===== src/rtl/vga_sync_tracker.sv =====
// ============================================================================
// Module   : vga_sync_tracker
// Purpose  : Follows external Hsync/Vsync, regenerates column/row counters and
//            qualifies frame length with a lock FSM. VGA_SYNC_FLYWHEEL_EN lets
//            a single missed frame pass while locked.
// Revision : 1.0 - initial release
// ============================================================================
`default_nettype none

module vga_sync_tracker #(
  parameter int unsigned TOTAL_COLS  = 800,
  parameter int unsigned TOTAL_ROWS  = 525,
  parameter int unsigned ACTIVE_COLS = 640,
  parameter int unsigned ACTIVE_ROWS = 480,
  parameter int unsigned COL_W       = 10,
  parameter int unsigned ROW_W       = 10,
  parameter int unsigned FRAME_W     = 8,
  parameter int unsigned LOCK_FRAMES = 2
) (
  input  logic               clk_i,
  input  logic               rst_i,
  input  logic               Hsync_i,
  input  logic               Vsync_i,
  output logic               Hsync_o,
  output logic               Vsync_o,
  output logic [COL_W-1:0]   col_count_o,
  output logic [ROW_W-1:0]   row_count_o,
  output logic               active_o,
  output logic [FRAME_W-1:0] frame_count_o,
  output logic               frame_start_o,
  output logic               locked_o
);

  localparam logic [COL_W-1:0] c_COL_LAST    = COL_W'(TOTAL_COLS - 1);
  localparam logic [ROW_W-1:0] c_ROW_LAST    = ROW_W'(TOTAL_ROWS - 1);
  localparam logic [COL_W:0]   c_ACT_COLS    = (COL_W + 1)'(ACTIVE_COLS);
  localparam logic [ROW_W:0]   c_ACT_ROWS    = (ROW_W + 1)'(ACTIVE_ROWS);
  localparam logic [3:0]       c_LOCK_FRAMES = 4'(LOCK_FRAMES);

  typedef enum logic [0:0] {
    S_SEARCH = 1'b0,
    S_LOCKED = 1'b1
  } state_t;

  state_t             r_state;
  logic               r_hsync;
  logic               r_vsync;
  logic [COL_W-1:0]   r_col;
  logic [ROW_W-1:0]   r_row;
  logic [FRAME_W-1:0] r_frame_cnt;
  logic               r_frame_start;
  logic               r_locked;
  logic               r_seen_edge;
  logic [3:0]         r_good_cnt;
`ifdef VGA_SYNC_FLYWHEEL_EN
  logic               r_miss;
`endif

  logic       w_edge;
  logic       w_col_last;
  logic       w_at_wrap;
  logic       w_good;
  logic [3:0] w_good_nxt;

  // Comparing against the already-delayed Vsync keeps the edge aligned with Vsync_o.
  assign w_edge     = Vsync_i & ~r_vsync;
  assign w_col_last = (r_col == c_COL_LAST);
  assign w_at_wrap  = w_col_last & (r_row == c_ROW_LAST);
  assign w_good     = w_edge & w_at_wrap & r_seen_edge;
  assign w_good_nxt = r_good_cnt + 4'd1;

  always_ff @(posedge clk_i or posedge rst_i) begin
    if (rst_i) begin
      r_state       <= S_SEARCH;
      r_hsync       <= 1'b0;
      r_vsync       <= 1'b0;
      r_col         <= '0;
      r_row         <= '0;
      r_frame_cnt   <= '0;
      r_frame_start <= 1'b0;
      r_locked      <= 1'b0;
      r_seen_edge   <= 1'b0;
      r_good_cnt    <= 4'd0;
`ifdef VGA_SYNC_FLYWHEEL_EN
      r_miss        <= 1'b0;
`endif
    end else begin
      r_hsync       <= Hsync_i;
      r_vsync       <= Vsync_i;
      r_frame_start <= 1'b0;

      if (w_edge) begin
        r_seen_edge <= 1'b1;
      end

      if (w_edge || w_at_wrap) begin
        r_col <= '0;
        r_row <= '0;
      end else if (w_col_last) begin
        r_col <= '0;
        r_row <= r_row + 1'b1;
      end else begin
        r_col <= r_col + 1'b1;
      end

      case (r_state)
        S_SEARCH: begin
          if (w_good) begin
            if (w_good_nxt == c_LOCK_FRAMES) begin
              r_state       <= S_LOCKED;
              r_locked      <= 1'b1;
              r_good_cnt    <= 4'd0;
              r_frame_start <= 1'b1;
              r_frame_cnt   <= r_frame_cnt + 1'b1;
            end else begin
              r_good_cnt <= w_good_nxt;
            end
          end else if (w_edge || w_at_wrap) begin
            r_good_cnt <= 4'd0;
          end
        end

        S_LOCKED: begin
          if (w_good) begin
            r_frame_start <= 1'b1;
            r_frame_cnt   <= r_frame_cnt + 1'b1;
`ifdef VGA_SYNC_FLYWHEEL_EN
            r_miss        <= 1'b0;
`endif
          end else if (w_edge) begin
            r_state    <= S_SEARCH;
            r_locked   <= 1'b0;
            r_good_cnt <= 4'd0;
`ifdef VGA_SYNC_FLYWHEEL_EN
            r_miss     <= 1'b0;
`endif
          end else if (w_at_wrap) begin
`ifdef VGA_SYNC_FLYWHEEL_EN
            // Coast through one missing Vsync; two in a row means the source is gone.
            if (!r_miss) begin
              r_miss <= 1'b1;
            end else begin
              r_state    <= S_SEARCH;
              r_locked   <= 1'b0;
              r_good_cnt <= 4'd0;
              r_miss     <= 1'b0;
            end
`else
            r_state    <= S_SEARCH;
            r_locked   <= 1'b0;
            r_good_cnt <= 4'd0;
`endif
          end
        end

        default: begin
          r_state  <= S_SEARCH;
          r_locked <= 1'b0;
        end
      endcase
    end
  end

  assign Hsync_o       = r_hsync;
  assign Vsync_o       = r_vsync;
  assign col_count_o   = r_col;
  assign row_count_o   = r_row;
  assign frame_count_o = r_frame_cnt;
  assign frame_start_o = r_frame_start;
  assign locked_o      = r_locked;
  assign active_o      = r_locked & ({1'b0, r_col} < c_ACT_COLS) & ({1'b0, r_row} < c_ACT_ROWS);

endmodule

`default_nettype wire


===== config.mk =====
export PLATFORM = sky130hd
export DESIGN_NAME = vga_sync_tracker
export DESIGN_NICKNAME = d
export VERILOG_FILES = /design/src/rtl/vga_sync_tracker.sv
export SDC_FILE = /design/constraint.sdc
export NUM_CORES = 1
export LEC_CHECK = 0
export ABC_AREA = 1
export CAP_MARGIN = 20
export CORE_ASPECT_RATIO = 0.8
export CORE_MARGIN = 2
export CORE_UTILIZATION = 50
export CTS_CLUSTER_SIZE = 10
export DETAILED_ROUTE_END_ITERATION = 10
export DONT_BUFFER_PORTS = 1
export PLACE_DENSITY = 0.72
export SLEW_MARGIN = 15
export SYNTH_ARGS = -nofsm -noshare
export SYNTH_HDL_FRONTEND = slang
export SYNTH_SLANG_ARGS = --single-unit

===== constraint.sdc =====
create_clock -name clk_i -period 4 [get_ports clk_i]
set_input_delay 0.4 -clock clk_i [delete_from_list [all_inputs] [get_ports clk_i]]
set_output_delay 0.4 -clock clk_i [all_outputs]
set_load 0.1 [all_outputs]

==> results of run 1 <==
[worst paths after layout]
path,end,slack (ns),depth (start not counted)
max in group asynchronous,row_count_o[8],3.55,2
hold reg to reg,r_seen_edge,0.47,2
setup reg to reg,frame_count_o[3],1.62,7
setup / recovery,active_o,1.26,3
min in group clk_i,Hsync_o,0.15,0
hold / removal,Hsync_o,0.12,2
[cell type report]
cell class	instances	area (µm²)
clock buffers	5	68.8
clock inverters	2	10.0
fillers	374	1560
inverters	39	148
multi-input cells	174	940
flip-flops and latches	38	951
well taps	55	68.8
repair buffers	15	113
[logic make-up after synthesis]
logic type	after synthesis
compound gates	31
xor+xnor	5
fa+ha+maj	6
buf+inv	40
flops	38
simple gates	132
[flip-flops by register name, indices dropped and copies added, names as in the netlist]
register,flops
col_count_o,10
row_count_o,10
frame_count_o,8
r_good_cnt,4
Hsync_o,1
Vsync_o,1
frame_start_o,1
locked_o,1
r_seen_edge,1
r_state,1
[cell usage after synthesis, types with 2 or more instances]
master,number
nor2_1,30
o21ai_1,3
nand3_1,23
o211ai_1,5
nand4_1,10
xnor2_1,2
xor2_1,3
o21ai_0,13
dfrtp_1,38
nor3_1,11
nor4_1,2
nand2_2,3
inv_2,3
nand2_4,2
nand2_1,47
ha_1,6
nor2_8,2
inv_1,35
a21oi_1,8
[power breakdown]
| group | internal, mW | total (mW) | switching [mW] | leakage, nW |
|---|---|---|---|---|
| Clock | 0.117 | 0.243 | 0.126 | 0.0438 |
| Sequential | 0.405 | 0.418 | 0.0135 | 0.498 |
| Combinational | 0.0477 | 0.272 | 0.224 | 0.650 |
| Total | 0.569 | 0.933 | 0.363 | 1.19 |
[through the flow]
| step | power (mW) | hold slack (ns) |
|---|---|---|
| after floorplan | 0.644 | 0.431 |
| after global placement | 0.696 | 0.431 |
| after detailed placement | 0.698 | 0.432 |
| after CTS | 0.946 | 0.131 |
| after global routing | 0.982 | 0.122 |
| final | 0.933 | 0.118 |
[routing by layer]
layer | part of all wire (%) | global-route usage, %
met5 | 0 | 0
met4 | 0.46 | 3.51
met3 | 6.2 | 7.48
met2 | 45 | 33.2
met1 | 49 | 27.5
[critical path: stages, from the launching register on]
cell	delay, ns
dfrtp_1	1.00
inv_1	0.17
nor3_1	0.61
a211oi_4	0.28
==> flow_metrics.tcl, run 1 <==
set metrics [dict create \
    synth-edff-count 0 \
    status "finished clean" \
    yosysSeqAreaShare_pct 46.8 \
    drc_errors 0 \
    grt_pass1_vias 1667 \
    port_buffers 0 \
    synthMuxAreaShare_pct 0 \
    final_util_pct 59.6 \
    place_area_um2 2220 \
    synth_nets 262 \
    cts_tree "built" \
    cts_setup_buffers 0 \
    num_rows 20 \
    root_buffer "clkbuf_8" \
    synth-warning-count 0 \
    placed_cells 321 \
    synth_top_family_by_area "simple AND/OR/NAND/NOR gates" \
    synth_top_area_share_pct 46.8 \
    fin_nets 283 \
    clkSinkCount 38 \
    cap_violations 0 \
    cts.reportedPaths.clkPinSlew_ns 0.08 \
    final_cell_area_um2 2300 \
    drive_above_1_share_pct 13.2 \
    globalRoute.totalOverflow 0 \
    relSlewSlack_pct 27.9 \
    timing.rr.start "col_count_o[9]" \
    dr_total_vias 1668 \
    fmax_mhz 364 \
    cts_max_path_buffers 2 \
    antenna_found_initial 0 \
    ys_ff_latch 38 \
    final_cell_mix "nand2_1 (47), dfrtp_1 (38), inv_1 (35)" \
    clk_latency_ns 0.28 \
    p_leak_nw 1.19 \
    yosysUniqueCellTypes 25 \
    synthArstFlopShare_pct 100 \
    worst_pin_slew_ns 1.08 \
    grt_max_degree 39 \
    dr.pass1.iters 4 \
    place.gp.congestion 0.831 \
    area_growth_pct 13.2 \
    ioPinCount 37 \
    ctsHtreeMaxLevel 2 \
    avgSynthCellArea_um2 8.06 \
    layout_commonest_cell "nand2_1" \
    worstSetupPathType "reg2out" \
    finalSetupTns_ns 0 \
    setup_slack_ns 1.26 \
    synth_xor_area_share_pct 2.16 \
    finalCritPeriodShare_pct 68.6 \
    synth-main-ff-cell "dfrtp_1" \
    route.final.wire_length_um 4140 \
    ir_drop_uv 432 \
    cts_hold_buf 0 \
    die_height_um 61 \
    hold_path_class "in2async" \
    finalCriticalPeriod_ns 2.74 \
    synth_compound_area_share_pct 8.56 \
    drt_iter0_drc 100 \
    numCtsBuffers 5 \
    grt_first_pass_wirelength_um 7370 \
    ant_nets 0 \
    drv_slew 0 \
    post-place-ws_ns 1.57 \
    grtUsageTotal_pct 20.6 \
    dieArea_um2 4590 \
    synth_fa_ha_area_share_pct 3.70 \
    worstSetupStartpointType "flip-flop" \
    finalClockSkew_ns 0.00877 \
    finalSetupViolCount 0 \
    antenna_cells 0 \
    arrival_ns 2.34 \
    ys_top_cells_by_area "dfrtp_1 (47%), nand2_1 (8.7%), inv_1 (6.5%), nand3_1 (5.7%), nor2_1 (5.5%)" \
    initial_core_util_pct 52.7 \
    yosysTopAreaCell "dfrtp_1" \
    crit_start "row_count_o[7]" \
    cp-end-kind "output pin" \
    hpwl_um 3110 \
    via_per_inst 5.09 \
    die_w_um 75.3 \
    postCtsResizedCells 0 \
    fin_cells 328 \
    synthSimpleGateAreaFrac_pct 31.2 \
    crit_required_ns 3.60 \
    rsz0062_at_grt "false" \
    powerDensity_nw_per_um2 406 \
    coreArea_um2 3850 \
    crit_fanout 5 \
    wire_per_inst_um 12.6 \
    synthCells 252 \
    synth.cell_area_um2 2030 \
    hold_viol_final 0 \
]
(Power assumes the default switching activity.)
==> run 2, diff against run 1 <==
==> constraint.sdc (replaced) <==
create_clock -name clk_i -period 2.9 [get_ports clk_i]
set_input_delay 0.29 -clock clk_i [delete_from_list [all_inputs] [get_ports clk_i]]
set_output_delay 0.29 -clock clk_i [all_outputs]
set_load 0.1 [all_outputs]
==> flow_metrics.tcl, run 2 (synthesized netlist as in run 1, its figures left out) <==
set metrics [dict create \
    crit_fanout 4 \
    p_sw_share_pct 39.2 \
    grt_first_pass_wirelength_um 7210 \
    clk_latency_ns 0.29 \
    critPathMostFrequentCell "buf_4" \
    crit_start "row_count_o[8]" \
    area_growth_pct 19.1 \
    place_area_um2 2340 \
    crit_required_ns 2.61 \
    globalRoute.totalOverflow 0 \
    rsz0062_at_grt "false" \
    antenna_found_initial 0 \
    finalSetupTns_ns 0 \
    layout_commonest_cell "nand2_1" \
    drt_iter0_drc 118 \
    status "finished, violations left" \
    root_buffer "clkbuf_8" \
    worst_pin_slew_ns 0.950 \
    power_mw 1.29 \
    setup_slack_ns 0.725 \
    cts_tree "built" \
    antenna_cells 0 \
    power_frac_comb_pct 28.1 \
    via_per_inst 5.11 \
    dr_total_vias 1759 \
    final_cell_mix "nand2_1 (47), dfrtp_1 (38), inv_1 (35)" \
    relSlewSlack_pct 36.6 \
    whs_ns -0.00124 \
    drv_slew 0 \
    pwr-share-clk_pct 26.5 \
    slowest_stage "nor3_1" \
    r2r_cells 10 \
    finalClockSkew_ns 0.00239 \
    p_int_uw 786 \
    finalSetupViolCount 0 \
    clkSinkCount 38 \
    reg2reg_slack_ns 1.00 \
    dieArea_um2 4590 \
    arrival_ns 1.88 \
    ant_nets 0 \
    coreArea_um2 3850 \
    cap_violations 0 \
    cts_setup_buffers 0 \
    hold_viol_final 6 \
    worstSetupStartpointType "flip-flop" \
    ir_drop_uv 489 \
    final_util_pct 62.8 \
    die_w_um 75.3 \
    fin_cells 344 \
    drc_errors 0 \
    finalCritPeriodShare_pct 75.0 \
    p_leak_nw 1.27 \
    final_cell_area_um2 2420 \
    finalCriticalPeriod_ns 2.17 \
    r2r-end "frame_count_o[3]" \
    p_sw_uw 507 \
    grtUsageTotal_pct 21.0 \
    path_cells "buf_4 -> inv_1 -> nor3_1 -> a211oi_4 -> buf_4" \
    die_height_um 61 \
    endpoint "active_o" \
    ctsHtreeMaxLevel 2 \
    postCtsResizedCells 0 \
    critPathMaxStageDelay_ns 0.55 \
    grt_pass1_vias 1619 \
    place.gp.congestion 0.866 \
    wire_per_inst_um 12.3 \
    fin_nets 299 \
    cts_max_path_buffers 2 \
    pwr-share-seq_pct 45.4 \
    cts_hold_buf 0 \
    timing.rr.start "row_count_o[1]" \
    violations "hold timing" \
    hpwl_um 3230 \
    grt_max_degree 39 \
    fmax_mhz 460 \
    ioPinCount 37 \
    route.final.wire_length_um 4230 \
    port_buffers 0 \
    hold_path_class "in2async" \
    powerDensity_nw_per_um2 535 \
    num_rows 20 \
    dr.pass1.iters 4 \
    drive_above_1_share_pct 18.0 \
    numCtsBuffers 5 \
    worstSetupPathType "reg2out" \
    cp-end-kind "output pin" \
    initial_core_util_pct 52.7 \
    post-place-ws_ns 1.01 \
    cts.reportedPaths.clkPinSlew_ns 0.07 \
    placed_cells 337 \
]
## run 2: layout make-up
cell class              count  area, µm²
clock inverters             2       10.0
fillers                   352       1440
multi-input cells         174        940
clock buffers               5       68.8
flip-flops and latches     38        951
well taps                  55       68.8
inverters                  39        148
repair buffers             31        233
## run 2: critical path: cells and delay by family (launching register included)
family / cells / cell delay (ns)
AO/OA/AOI/OAI: 1 / 0.04
buffers and inverters: 3 / 0.68
flip-flops: 1 / 0.33
AND/OR/NAND/NOR: 1 / 0.55
## run 2: metal layers
metal  global-route usage (%)  up-vias  share of wire [%]
met3                     7.31        5                6.1
met1                     29.4      805                 49
met2                     31.2       49                 44
met5                        0        -                  0
met4                     5.76        0               0.97
li1                         -      900                  -
## run 2: worst min-delay path by stage
stage / slack (ns) / to / startpoint
finish: -0.001 / Hsync_o / rst_i
global route: 0.006 / Hsync_o / Hsync_i
CTS: 0.01 / col_count_o[1] / rst_i
detailed placement: 0.32 / Hsync_o / Hsync_i
global placement: 0.32 / Hsync_o / Hsync_i
floorplan: 0.32 / Hsync_o / Hsync_i
## run 2: power by group through the flow
stage | clock (mW) | combinational [mW] | sequential [mW]
global placement | 0 | 0.364 | 0.596
finish | 0.343 | 0.363 | 0.587
floorplan | 0 | 0.0730 | 0.815
detailed placement | 0 | 0.365 | 0.597
CTS | 0.356 | 0.366 | 0.587
global route | 0.373 | 0.386 | 0.590
